File: config.mk
export PLATFORM = sky130hd
export DESIGN_NAME = dffrs_shreg
export DESIGN_NICKNAME = d
export VERILOG_FILES = /design/src/rtl/dffrs_shreg.sv
export SDC_FILE = /design/constraint.sdc
export NUM_CORES = 1
export LEC_CHECK = 0
export BUFFER_PORTS_ARGS = -buffer_cell sky130_fd_sc_hd__buf_2
export CORE_MARGIN = 2
export CORE_UTILIZATION = 48
export CTS_CLUSTER_DIAMETER = 150
export DETAILED_ROUTE_END_ITERATION = 8
export PLACE_DENSITY = 0.85
export RECOVER_POWER = 100
export SYNTH_ARGS = -nofsm -noshare
export SYNTH_HDL_FRONTEND = slang
export SYNTH_SLANG_ARGS = --single-unit
File: constraint.sdc
create_clock -name CK -period 2.85 [get_ports CK]
set_input_delay 0.285 -clock CK [delete_from_list [all_inputs] [get_ports CK]]
set_output_delay 0.285 -clock CK [all_outputs]
set_load 0.02 [all_outputs]
File: src/rtl/dffrs_shreg.sv
// WIDTH-bit register bank with true/complement outputs, mode-selected
// load/shift/rotate/clear/preset datapath, shifted-out bit capture and zero flag.
module dffrs_shreg #(
  parameter int unsigned       WIDTH        = 8,
  parameter logic [WIDTH-1:0]  RESET_VALUE  = {WIDTH{1'b0}},
  parameter logic [WIDTH-1:0]  PRESET_VALUE = {WIDTH{1'b1}}
) (
  input  logic             CK,
  input  logic             R,
  input  logic             EN,
  input  logic [2:0]       MODE,
  input  logic [WIDTH-1:0] D,
  input  logic             SIL,
  input  logic             SIR,
  output logic [WIDTH-1:0] Q,
  output logic [WIDTH-1:0] QN,
  output logic             SO,
  output logic             ZERO
);

  localparam logic [2:0] MODE_HOLD   = 3'b000;
  localparam logic [2:0] MODE_LOAD   = 3'b001;
  localparam logic [2:0] MODE_SHL    = 3'b010;
  localparam logic [2:0] MODE_SHR    = 3'b011;
  localparam logic [2:0] MODE_ROL    = 3'b100;
  localparam logic [2:0] MODE_ROR    = 3'b101;
  localparam logic [2:0] MODE_CLEAR  = 3'b110;
  localparam logic [2:0] MODE_PRESET = 3'b111;

  logic [WIDTH-1:0] q_q, q_d;
  logic             so_q, so_d;

  always_comb begin
    q_d  = q_q;
    so_d = so_q;
    if (EN) begin
      case (MODE)
        MODE_HOLD:   q_d = q_q;
        MODE_LOAD:   q_d = D;
        MODE_SHL: begin
          q_d  = {q_q[WIDTH-2:0], SIL};
          so_d = q_q[WIDTH-1];
        end
        MODE_SHR: begin
          q_d  = {SIR, q_q[WIDTH-1:1]};
          so_d = q_q[0];
        end
        MODE_ROL: begin
          q_d  = {q_q[WIDTH-2:0], q_q[WIDTH-1]};
          so_d = q_q[WIDTH-1];
        end
        MODE_ROR: begin
          q_d  = {q_q[0], q_q[WIDTH-1:1]};
          so_d = q_q[0];
        end
        MODE_CLEAR:  q_d = '0;
        MODE_PRESET: q_d = PRESET_VALUE;
        // An unknown MODE poisons the register so the fault is visible in simulation.
        default:     q_d = 'x;
      endcase
    end
  end

  always_ff @(posedge CK or posedge R) begin
    if (R) begin
      q_q  <= RESET_VALUE;
      so_q <= 1'b0;
    end else begin
      q_q  <= q_d;
      so_q <= so_d;
    end
  end

  assign Q    = q_q;
  assign QN   = ~q_q;
  assign SO   = so_q;
  assign ZERO = (q_q == '0);

endmodule

---- Word-level counts from Yosys, hierarchy flattened ----
Index checks and enable logic that the tools add are counted.
cells by class
  add/sub/neg operators ................... 0
  equal/unequal tests ..................... 7
  reductions and logical operators ........ 7
  bitwise logic cells ..................... 2
  shift-type cells ........................ 0
  order comparisons ....................... 0
  div/mod/pow operators ................... 0
  $mul .................................... 0
  multiplexer cells ....................... 2
operators by type and width
  cell                number
  $pmux 8 s7          1
  $eq 3x3->1 const B  4
  $logic_not 8->1     1
  $not 8->8           1
  $eq 3x2->1 const B  2
  $reduce_and 2->1    2
  $reduce_or 2->1     2
  $eq 3x1->1 const B  1
  $logic_not 3->1     1
  $pmux 1 s2          1
  $reduce_bool 2->1   1
  $not 1->1           1
storage, ports and cells
  word-level logic and storage cells ...... 20
  memories kept ........................... 0
  bits in read-only memories .............. 0
  flip-flop bits (word level) ............. 9
  RAM bits ................................ 0
  latch bits .............................. 0
  output and inout port bits .............. 18

---- Depth between registers and ports, before layout ----
Gate-level depths: netlist (run 1).
  word-level depth ........................ 4
  depth in mapped cells ................... 5
  mapped depth without buffers ............ 4

---- Least setup slack after synthesis (run 1) ----
No wires, ideal clock.
  path kind ............................... reg2out
  from .................................... register q_q[0] (netlist: Q[0])
  to ...................................... output port ZERO
  arrival ................................. 1098 ps
  data required time ...................... 2565 ps
  buffers on the path ..................... 0
  setup slack ............................. 1467 ps
  stages on the path, launching flop included .. 4
  path through ............................ dfrtp_1 inv_1 nand4_1 nor2_1
between the ends
  longest elaborated chain between the ends .. 1
ends and longest elaborated chain
  what                    line  source
  from (decl)             30    logic [WIDTH-1:0] q_q, q_d;
  from (signal assigned)  69    q_q <= q_d;
  $logic_not 8->1         77    assign ZERO = (q_q == '0);
  to (decl)               18    output logic ZERO
Every way passes these cells.

---- Worst setup path after layout (run 1) ----
  from .................................... register q_q[6] (netlist: Q[6])
  to ...................................... output port ZERO
The elaborated chain is that of the path after synthesis.

==> impl_results.md, run 1 <==
- CP delay by family, top: flip-flops
- Seq/Total Area, Yosys: between 30% and 40%
- Hold Path Cell Cnt: 4
- FMAX: 0.643 GHz
- FF+latch area: 225 um^2
- Largest net degree at the start of global routing: 23
- Drt wl/cell: 13.6 um
- Period minus WS final: 1.56 ns
- Clk pwr share: 21.3%
- Clk buf depth: 2
- Row Count: 13
- IO Port Bufs: 33
- Core Region: 1350 um^2
- Initial antenna violation count: 0
- Power Density: 552 nW/um^2
- Reg2reg end: Q[0]
- Ports: 34
- Global-route wire length before repair: 3170 um
- EDFF count, synth: 0
- Critical Path Source Type: flip-flop
- Max FO, Critical Path: 4
- Setup Fix Bufs, Post-CTS: 0
- Layout cells sized above 1: 16.7%
- Area Overhead vs Synth: 19.9%
- Worst Tran Pin Value: 0.708 ns
- Cell internal pwr: about 0.00027 W
- Clock latency at the later pin of the worst-skew pair: 0.27 ns
- Final TNS setup: 0 ns
- Final wirelength: 1830 um
- Nets@finish: 137
- Vias per cell: about 5.5
- Antenna Violating Nets Remaining: 0
- H-Tree Depth: 1
- Residual DRC count: 0
- Total track usage: 22.4%
- Top FF cell, synth: dfrtp_1
- VDD IR-drop max: 0.000287 V
- Rel. slew slack: 52.6%
- DRT Pass-1 Iters: 4
- CTS tree: built
- Initial core utilization: 52.6%
- RSZ-0062 raised after global routing: false
- Crit path cell chain: inv_1 -> nand4_1 -> nor2_1 -> clkbuf_1
- Reg power frac: 37.6%
- Clock Skews: around 0.014 ns
- CP max stage delay: 0.41 ns
- Final hold vios: 0
- Final setup viols: 0
- Vias in the first global route: 688
- Async set-reset flop share out of synthesis: 100%
- CP endpoint kind: output pin
- FF+latch count, synth: 9
- Bufs and invs on worst path: 2
- Net Switching: 0.000202 W
- Placer Congestion: 0.886
- Mapped Area: 711 um^2
- Fill count: between 100 and 150
- Via count: about 750
- Distinct cell type count after synthesis: 25
- Critical path class: reg -> out
- Syn nets: 105
- Multi-input gate area: 389 um^2
- Antenna diodes: 0
- Hold Path Sink: Q[0]
- Reg2Reg Depth: 4
- Arrival @ worst endpoint: 1.27 ns
- DRT iter0 DRCs: 23
- Total power draw: 0.000471 W
- Die area: 1800 um^2
- Synth Instances: 89
- Commonest cells after routing, fill and taps aside: 20 x nand2_1, 20 x clkbuf_1, 14 x buf_2
- Yosys warns: 0
- Outcome: completed
- Period utilisation layout: around 55%
- Syn_area_per_cell: 7.99 um^2
- Num Clock Sinks: 9
- CTS root buf: clkbuf_4
- Worst Min Path Start: D[0]
- Post-CTS sizing: 0
- CP Data Required Time: 2.57 ns
- Hpwl dp: 1320 um
- Hold buffer count at CTS: 1
- Die width: approximately 42 um
- Worst hold path type: in -> reg
- Die Span Y: approximately 42 um
- Reg2Reg Launch Point: Q[7]
- Gr ovfl total: 0
- Max Cap Violations: 0
- Clk pin slew, worst setup/hold paths: 0.07 ns
- R2R setup slack: 1.71 ns
- Combinational Power Share: 41.1%
- Max Slew Vio Count: 0
- Slowest cell on crit path: dfrtp_1
- Leak Pwr: 0.379 nW
- Switching Fraction: between 40 and 50%
- Cts bufs inserted: 3
## logic make-up (layout without fill, tap and decap cells)
| kind of cell | after synthesis | count (layout) | synth area share, % |
|---|---|---|---|
| simple gates | 28 | 28 | 17.3 |
| buf+inv | 18 | 49 | 13.6 |
| fa+ha+maj | 1 | 1 | 1.41 |
| flops | 9 | 9 | 31.7 |
| xor+xnor | 1 | 1 | 1.23 |
| compound gates | 32 | 32 | 34.9 |
## metal layers
metal,track usage (%),wire length [um],vias to the layer above,share of wire [%]
met5,0,0,-,0
met4,5.63,0,0,0
met3,6.47,145,0,7.9
met2,34.5,900,38,49
met1,30.7,783,331,43
li1,-,-,377,-
## sequential cells by signal, summed over array words and instances (netlist names)
name,cells
Q,8
SO,1
## power groups by stage
stage	clock network [W]	logic [W]	registers [W]
3_5_place_dp	0	0.000203	0.000178
2_1_floorplan	0	0.000113	0.000201
6_report	0.000100	0.000194	0.000177
3_3_place_gp	0	0.000200	0.000177
4_1_cts	0.000103	0.000205	0.000175
5_1_grt	0.000108	0.000212	0.000181
## cell usage after synthesis, drive strengths merged, types with 2 or more instances
library cell	instances	area, um^2
buf	6	51.3
a2bb2oi	3	26.3
a21oi	5	28.8
nor2	2	7.51
inv	11	41.3
nand2	20	75.1
o21ai	11	58.8
a32o	8	80.1
nor3b	2	15.0
nand4	2	12.5
dfrtp	9	225
## layout make-up
class	count	share of cell area, %
sequential	9	26.4
timing repair buffer	34	17.8
clock buffer	4	3.08
tap	15	2.20
inverter	11	4.85
multi-input combinational	62	45.7
## metrics by stage
stage	setup slack, ns	instances	instance area [um^2]	utilization (%)	hold slack [ns]
floorplan	1.47	89	711	-	0.113
global placement	1.31	130	840	62.2	0.271
detailed placement	1.22	130	840	62.2	0.274
CTS	1.38	135	876	64.9	0.374
global route	1.20	135	852	63.1	0.394
finish	1.29	135	852	63.1	0.375
## worst reg2reg max path, delay by kind of cell (launching register included)
| family | cells | cell delay (ns) |
|---|---|---|
| AO/OA/AOI/OAI | 3 | 0.49 |
| flip-flops | 1 | 0.43 |
| AND/OR/NAND/NOR | 1 | 0.13 |
## worst max path at each step
stage / slack, ns / start / cells past startpoint / end
detailed placement: 1.22 / MODE[1] / 4 / Q[7]
finish: 1.29 / Q[6] / 4 / ZERO
global placement: 1.31 / MODE[1] / 4 / Q[7]
floorplan: 1.47 / Q[0] / 3 / ZERO
CTS: 1.38 / Q[6] / 4 / ZERO
global route: 1.20 / MODE[2] / 4 / Q[7]
(Power assumes the default switching activity.)
==> run 2, diff against run 1 <==
--- a/config.mk
+++ b/config.mk
@@ -7,10 +7,10 @@
 export LEC_CHECK = 0
 export BUFFER_PORTS_ARGS = -buffer_cell sky130_fd_sc_hd__buf_2
 export CORE_MARGIN = 2
-export CORE_UTILIZATION = 48
+export CORE_UTILIZATION = 44
 export CTS_CLUSTER_DIAMETER = 150
 export DETAILED_ROUTE_END_ITERATION = 8
-export PLACE_DENSITY = 0.85
+export PLACE_DENSITY = 0.79
 export RECOVER_POWER = 100
 export SYNTH_ARGS = -nofsm -noshare
 export SYNTH_HDL_FRONTEND = slang
==> constraint.sdc (replaced) <==
create_clock -name CK -period 1.5 [get_ports CK]
set_input_delay 0.15 -clock CK [delete_from_list [all_inputs] [get_ports CK]]
set_output_delay 0.15 -clock CK [all_outputs]
set_load 0.02 [all_outputs]
==> impl_results.md, run 2 (synthesis results as in run 1) <==
- Outcome: completed
- Worst hold path type: in -> reg
- Max Cap Violations: 0 (unchanged)
- Die width: 44.2 um (+4.0%)
- Antenna Violating Nets Remaining: 0 (unchanged)
- Hpwl dp: 1380 um (+4.8%)
- Clk buf depth: 2 (unchanged)
- Max FO, Critical Path: 6 (+2)
- Reg2Reg Depth: 4 (unchanged)
- Max Slew Vio Count: 0 (unchanged)
- Area Overhead vs Synth: 22.5%
- Setup slack after layout: 0.155 ns (-1.14 ns)
- Global-route wire length before repair: 3160 um (-0.44%)
- Nets@finish: 139 (+1.5%)
- CTS tree: built
- Initial antenna violation count: 0 (unchanged)
- Die Span Y: 44.2 um (+4.0%)
- Row Count: 14 (+1)
- Layout cells sized above 1: 19.7% (+3.0 points)
- Cts bufs inserted: 3 (unchanged)
- Arrival @ worst endpoint: 1.20 ns (-0.07 ns)
- Critical Path Source Type: flip-flop
- Most common cell after layout, fill and taps aside: nand2_1
- Gr ovfl total: 0 (unchanged)
- Hold buffer count at CTS: 1 (unchanged)
- Clock Skews: 0.00274 ns (-0.0111 ns)
- Core Region: 1510 um^2 (+12%)
- Final wirelength: 1850 um (+1.1%)
- H-Tree Depth: 1 (unchanged)
- Post-CTS sizing: 0 (unchanged)
- CTS root buf: clkbuf_4
- Fill count: 151 (+14%)
- DRT iter0 DRCs: 20 (-13%)
- Largest net degree at the start of global routing: 14 (-39%)
- Num Clock Sinks: 9 (unchanged)
- FMAX: 0.743 GHz
- Hold Path Cell Cnt: 4 (unchanged)
- FF+latch area: 225 um^2 (unchanged)
- Via count: 765 (+2.5%)
- Fin util: 57.8% (-5.3 points)
- Final TNS setup: 0 ns (unchanged)
- CP endpoint kind: output pin
- Leak Pwr: 0.394 nW (+4.1%)
- Max reg flops: 8 (unchanged)
- Final hold vios: 0 (unchanged)
- Period minus WS final: 1.35 ns
- VDD IR-drop max: 0.000496 V (+73%)
- CP Data Required Time: 1.35 ns (-1.22 ns)
- Total track usage: 21.6% (-0.84 points)
- Die area: 1950 um^2 (+8.2%)
- Ports: 34 (unchanged)
- Critical path class: reg -> out
- Vias per cell: 5.54 (+0.32%)
- Worst slack, placed: 0.251 ns (-0.971 ns)
- Rel. slew slack: 71.9% (+19 points)
- DRT Pass-1 Iters: 4 (unchanged)
- Period utilisation layout: 89.7%
- Worst Tran Pin Value: 0.422 ns (-0.286 ns)
- RSZ-0062 raised after global routing: false
- Commonest cells after routing, fill and taps aside: 20 x nand2_1, 18 x clkbuf_1, 15 x buf_2
- IO Port Bufs: 33 (unchanged)
- Initial core utilization: 47.2% (-5.5 points)
- Antenna diodes: 0 (unchanged)
- Placer Congestion: 0.804 (-9.3%)
- Clk pin slew, worst setup/hold paths: 0.06 ns (about the same)
- Clock latency at the later pin of the worst-skew pair: 0.26 ns (about the same)
- Power Density: 1030 nW/um^2 (+87%)
- Multi-input gate area: 389 um^2 (unchanged)
- Setup Fix Bufs, Post-CTS: 0 (unchanged)
- Drt wl/cell: 13.4 um (-1.1%)
- Residual DRC count: 0 (unchanged)
- Vias in the first global route: 754 (+9.6%)
- Final setup viols: 0 (unchanged)
==> run 2: cell count changes in the layout (fill, tap and decap cells not counted), sizes merged <==
cell	before	now
clkbuf	23	22
buf	14	17
==> run 2: per-layer routing <==
metal  track usage, %  part of all wire (%)
met1             30.5                    46
met2             33.2                    46
met3             2.45                   7.7
met4             9.09                     0
met5                0                     0
==> run 2: worst max-delay path, cell delays in order (launching register included) <==
cell      delay, ns
dfrtp_1        0.45
inv_1          0.10
nand4_1        0.11
nor2_1         0.11
clkbuf_2       0.17
==> run 2: final cells by class <==
| type | instances | share of cell area [%] |
|---|---|---|
| Clock buffer | 4 | 3.02 |
| Inverter | 11 | 4.74 |
| Multi-Input combinational cell | 62 | 44.7 |
| Sequential cell | 9 | 25.9 |
| Tap cell | 16 | 2.30 |
| Timing Repair Buffer | 36 | 19.4 |
==> run 2: worst paths after layout <==
path / start / end / slack [ns]
setup / recovery: Q[0] / ZERO / 0.15
hold / removal: D[0] / Q[0] / 0.24
setup reg to reg: Q[7] / Q[0] / 0.30
hold reg to reg: Q[6] / Q[6] / 0.55
max in group asynchronous: R / Q[7] / 0.82
min in group asynchronous: R / Q[4] / 0.41
==> run 2: through the flow <==
| stage | hold WS [ns] | power (W) | instances | area (um^2) |
|---|---|---|---|---|
| 5_1_grt | 0.267 | 0.000958 | 138 | 871 |
| 3_5_place_dp | 0.138 | 0.000728 | 133 | 856 |
| 4_1_cts | 0.241 | 0.000923 | 138 | 892 |
| 2_1_floorplan | -0.0221 | 0.000597 | 89 | 711 |
| 6_report | 0.241 | 0.000898 | 138 | 871 |
| 3_3_place_gp | 0.131 | 0.000720 | 133 | 856 |
==> run 2: power by group <==
group	internal [W]	total, W	switching [W]
clock network	0.000103	0.000192	0.0000894
logic	0.000127	0.000368	0.000241
registers	0.000284	0.000338	0.0000538
==> run 3, diff against run 2 <==
--- a/config.mk
+++ b/config.mk
@@ -6,11 +6,13 @@
 export NUM_CORES = 1
 export LEC_CHECK = 0
 export BUFFER_PORTS_ARGS = -buffer_cell sky130_fd_sc_hd__buf_2
+export CELL_PAD_IN_SITES_DETAIL_PLACEMENT = 1
+export CELL_PAD_IN_SITES_GLOBAL_PLACEMENT = 2
 export CORE_MARGIN = 2
-export CORE_UTILIZATION = 44
+export CORE_UTILIZATION = 24
 export CTS_CLUSTER_DIAMETER = 150
 export DETAILED_ROUTE_END_ITERATION = 8
-export PLACE_DENSITY = 0.79
+export PLACE_DENSITY = 0.8
 export RECOVER_POWER = 100
 export SYNTH_ARGS = -nofsm -noshare
 export SYNTH_HDL_FRONTEND = slang
==> impl_results.md, run 3 (synthesis results as in run 1) <==
- Total stage count of the critical path: 4 (unchanged)
- Reg2Reg Launch Point: Q[7]
- IO Port Bufs: 33 (unchanged)
- Area Overhead vs Synth: 25.2%
- Period utilisation layout: 90.7% (+0.99 points)
- Antenna diodes: 0 (unchanged)
- Bufs and invs on worst path: 2 (unchanged)
- Max Slew Vio Count: 0 (unchanged)
- Row Count: 19 (+5)
- Arrival @ worst endpoint: 1.21 ns (about the same)
- Critical Path Source Type: flip-flop
- Die width: 58.4 um (+32%)
- Fin util: 32.0% (-26 points)
- Worst Setup SP: Q[0]
- Most common cell after layout, fill and taps aside: nand2_1
- FF+latch area: 225 um^2 (unchanged)
- Initial core utilization: 25.6% (-22 points)
- Die area: 3410 um^2 (+75%)
- Final hold vios: 0 (unchanged)
- Worst Tran Pin Value: 0.457 ns (+0.0345 ns)
- DRT iter0 DRCs: 7 (-65%)
- Final wirelength: 2190 um (+18%)
- Critical path class: reg -> out
- Non-filler cells, final: 153 (+11%)
- CP endpoint kind: output pin
- Final setup viols: 0 (unchanged)
- Period minus WS final: 1.36 ns (+0.0149 ns)
- Clk pin slew, worst setup/hold paths: 0.07 ns (about the same)
- Clock latency at the later pin of the worst-skew pair: 0.26 ns (about the same)
- Vias in the first global route: 790 (+4.8%)
- Post-CTS sizing: 0 (unchanged)
- CTS root buf: clkbuf_4
- Vias per cell: 5.12 (-7.7%)
- Max FO, Critical Path: 6 (unchanged)
- Leak Pwr: 0.394 nW (unchanged)
- Gr ovfl total: 0 (unchanged)
- Outcome: completed
- CP delay by family, top: flip-flops
- CTS tree: built
- Slowest cell on crit path: dfrtp_1
- Drt wl/cell: 14.3 um (+6.7%)
- Crit path cell chain: inv_1 -> nand4_1 -> nor2_1 -> clkbuf_2
- Setup crit end: ZERO
- Ports: 34 (unchanged)
- Multi-input gate area: 389 um^2 (unchanged)
- Commonest cells after routing, fill and taps aside: 20 x nand2_1, 18 x clkbuf_1, 15 x buf_2
- Residual DRC count: 0 (unchanged)
- R2R setup slack: 0.33 ns (+0.03 ns)
- Nets@finish: 139 (unchanged)
- RSZ-0062 raised after global routing: false
- Die Span Y: 58.4 um (+32%)
- Clk buf depth: 2 (unchanged)
- CP Data Required Time: 1.35 ns (about the same)
- Core Region: 2780 um^2 (+85%)
- Hpwl dp: 1660 um (+20%)
- Largest net degree at the start of global routing: 14 (unchanged)
- DRT Pass-1 Iters: 4 (unchanged)
- Fin Hold WS: 0.243 ns (+0.00175 ns)
- Reg2Reg Depth: 4 (unchanged)
- Antenna Violating Nets Remaining: 0 (unchanged)
- Cts bufs inserted: 3 (unchanged)
- Power Density: 1020 nW/um^2 (-1.3%)
- Initial antenna violation count: 0 (unchanged)
- Worst hold path type: in -> reg
- Layout cells sized above 1: 19.7% (unchanged)
- Clock Skews: 0.000434 ns (-0.00231 ns)
- Final TNS setup: 0 ns (unchanged)
- H-Tree Depth: 1 (unchanged)
- Global-route wire length before repair: 3710 um (+17%)
- VDD IR-drop max: 0.000437 V (-12%)
- Num Clock Sinks: 9 (unchanged)
- FMAX: 0.735 GHz (-1.1%)
- CP max stage delay: 0.44 ns (about the same)
- Reg2reg end: Q[0]
- Placer Congestion: 0.750 (-6.7%)
- Rel. slew slack: 69.6% (-2.3 points)
- Max Cap Violations: 0 (unchanged)
- Via count: 783 (+2.4%)
- Post-Place Cells: 148 (+11%)
- Total track usage: 14.4% (-7.2 points)
- Fill count: 358 (+140%)
- Max reg flops: 8 (unchanged)
run 3: cell counts in the layout (fill, tap and decap cells not counted):
No cell type changed its count.
run 3: metrics by stage:
step                      instance area [um^2]  total power, W  worst slack [ns]
after detailed placement                   875        0.000739             0.198
after global routing                       890        0.000979            0.0606
after floorplan                            711        0.000597             0.222
final                                      890        0.000905             0.140
after CTS                                  911        0.000943             0.129
after global placement                     875        0.000736             0.245
run 3: how the worst min path moves through the flow:
stage | from | endpoint | slack (ns) | cells after the start
finish | D[4] | Q[4] | 0.24 | 4
floorplan | R | Q[0] | -0.02 | 1
global placement | R | Q[3] | 0.15 | 2
CTS | D[6] | Q[6] | 0.24 | 4
detailed placement | R | Q[3] | 0.15 | 2
global route | D[0] | Q[0] | 0.26 | 4
run 3: final cells by class:
type / count / area share (%)
multi-input combinational: 62 / 43.7
timing repair buffer: 36 / 19.0
clock buffer: 4 / 2.95
tap: 31 / 4.36
inverter: 11 / 4.64
sequential: 9 / 25.3
run 3: worst min-delay path: cells and delay by family:
family	cells	cell delay [ns]
AO/OA/AOI/OAI	1	0.15
buffers and inverters	1	0.07
AND/OR/NAND/NOR	2	0.10
run 3: what timing repair did:
action / in CTS / in global routing
endpoints found under the hold margin: 9 / 0
hold buffers: 1 / 0
setup buffers: 0 / 0
run 3: routing by layer:
metal / up-vias / part of all wire [%] / global-route usage (%)
met5: - / 0 / 0
met2: 26 / 46 / 21.3
met1: 373 / 48 / 20.0
li1: 382 / - / -
met4: 0 / 0.78 / 6.98
met3: 2 / 5.9 / 2.42
run 3: where the power goes:
part | internal (W) | leakage (nW) | total, W | switching [W]
clock network | 0.000103 | 0.0150 | 0.000195 | 0.0000919
logic | 0.000127 | 0.270 | 0.000374 | 0.000247
registers | 0.000284 | 0.110 | 0.000337 | 0.0000528
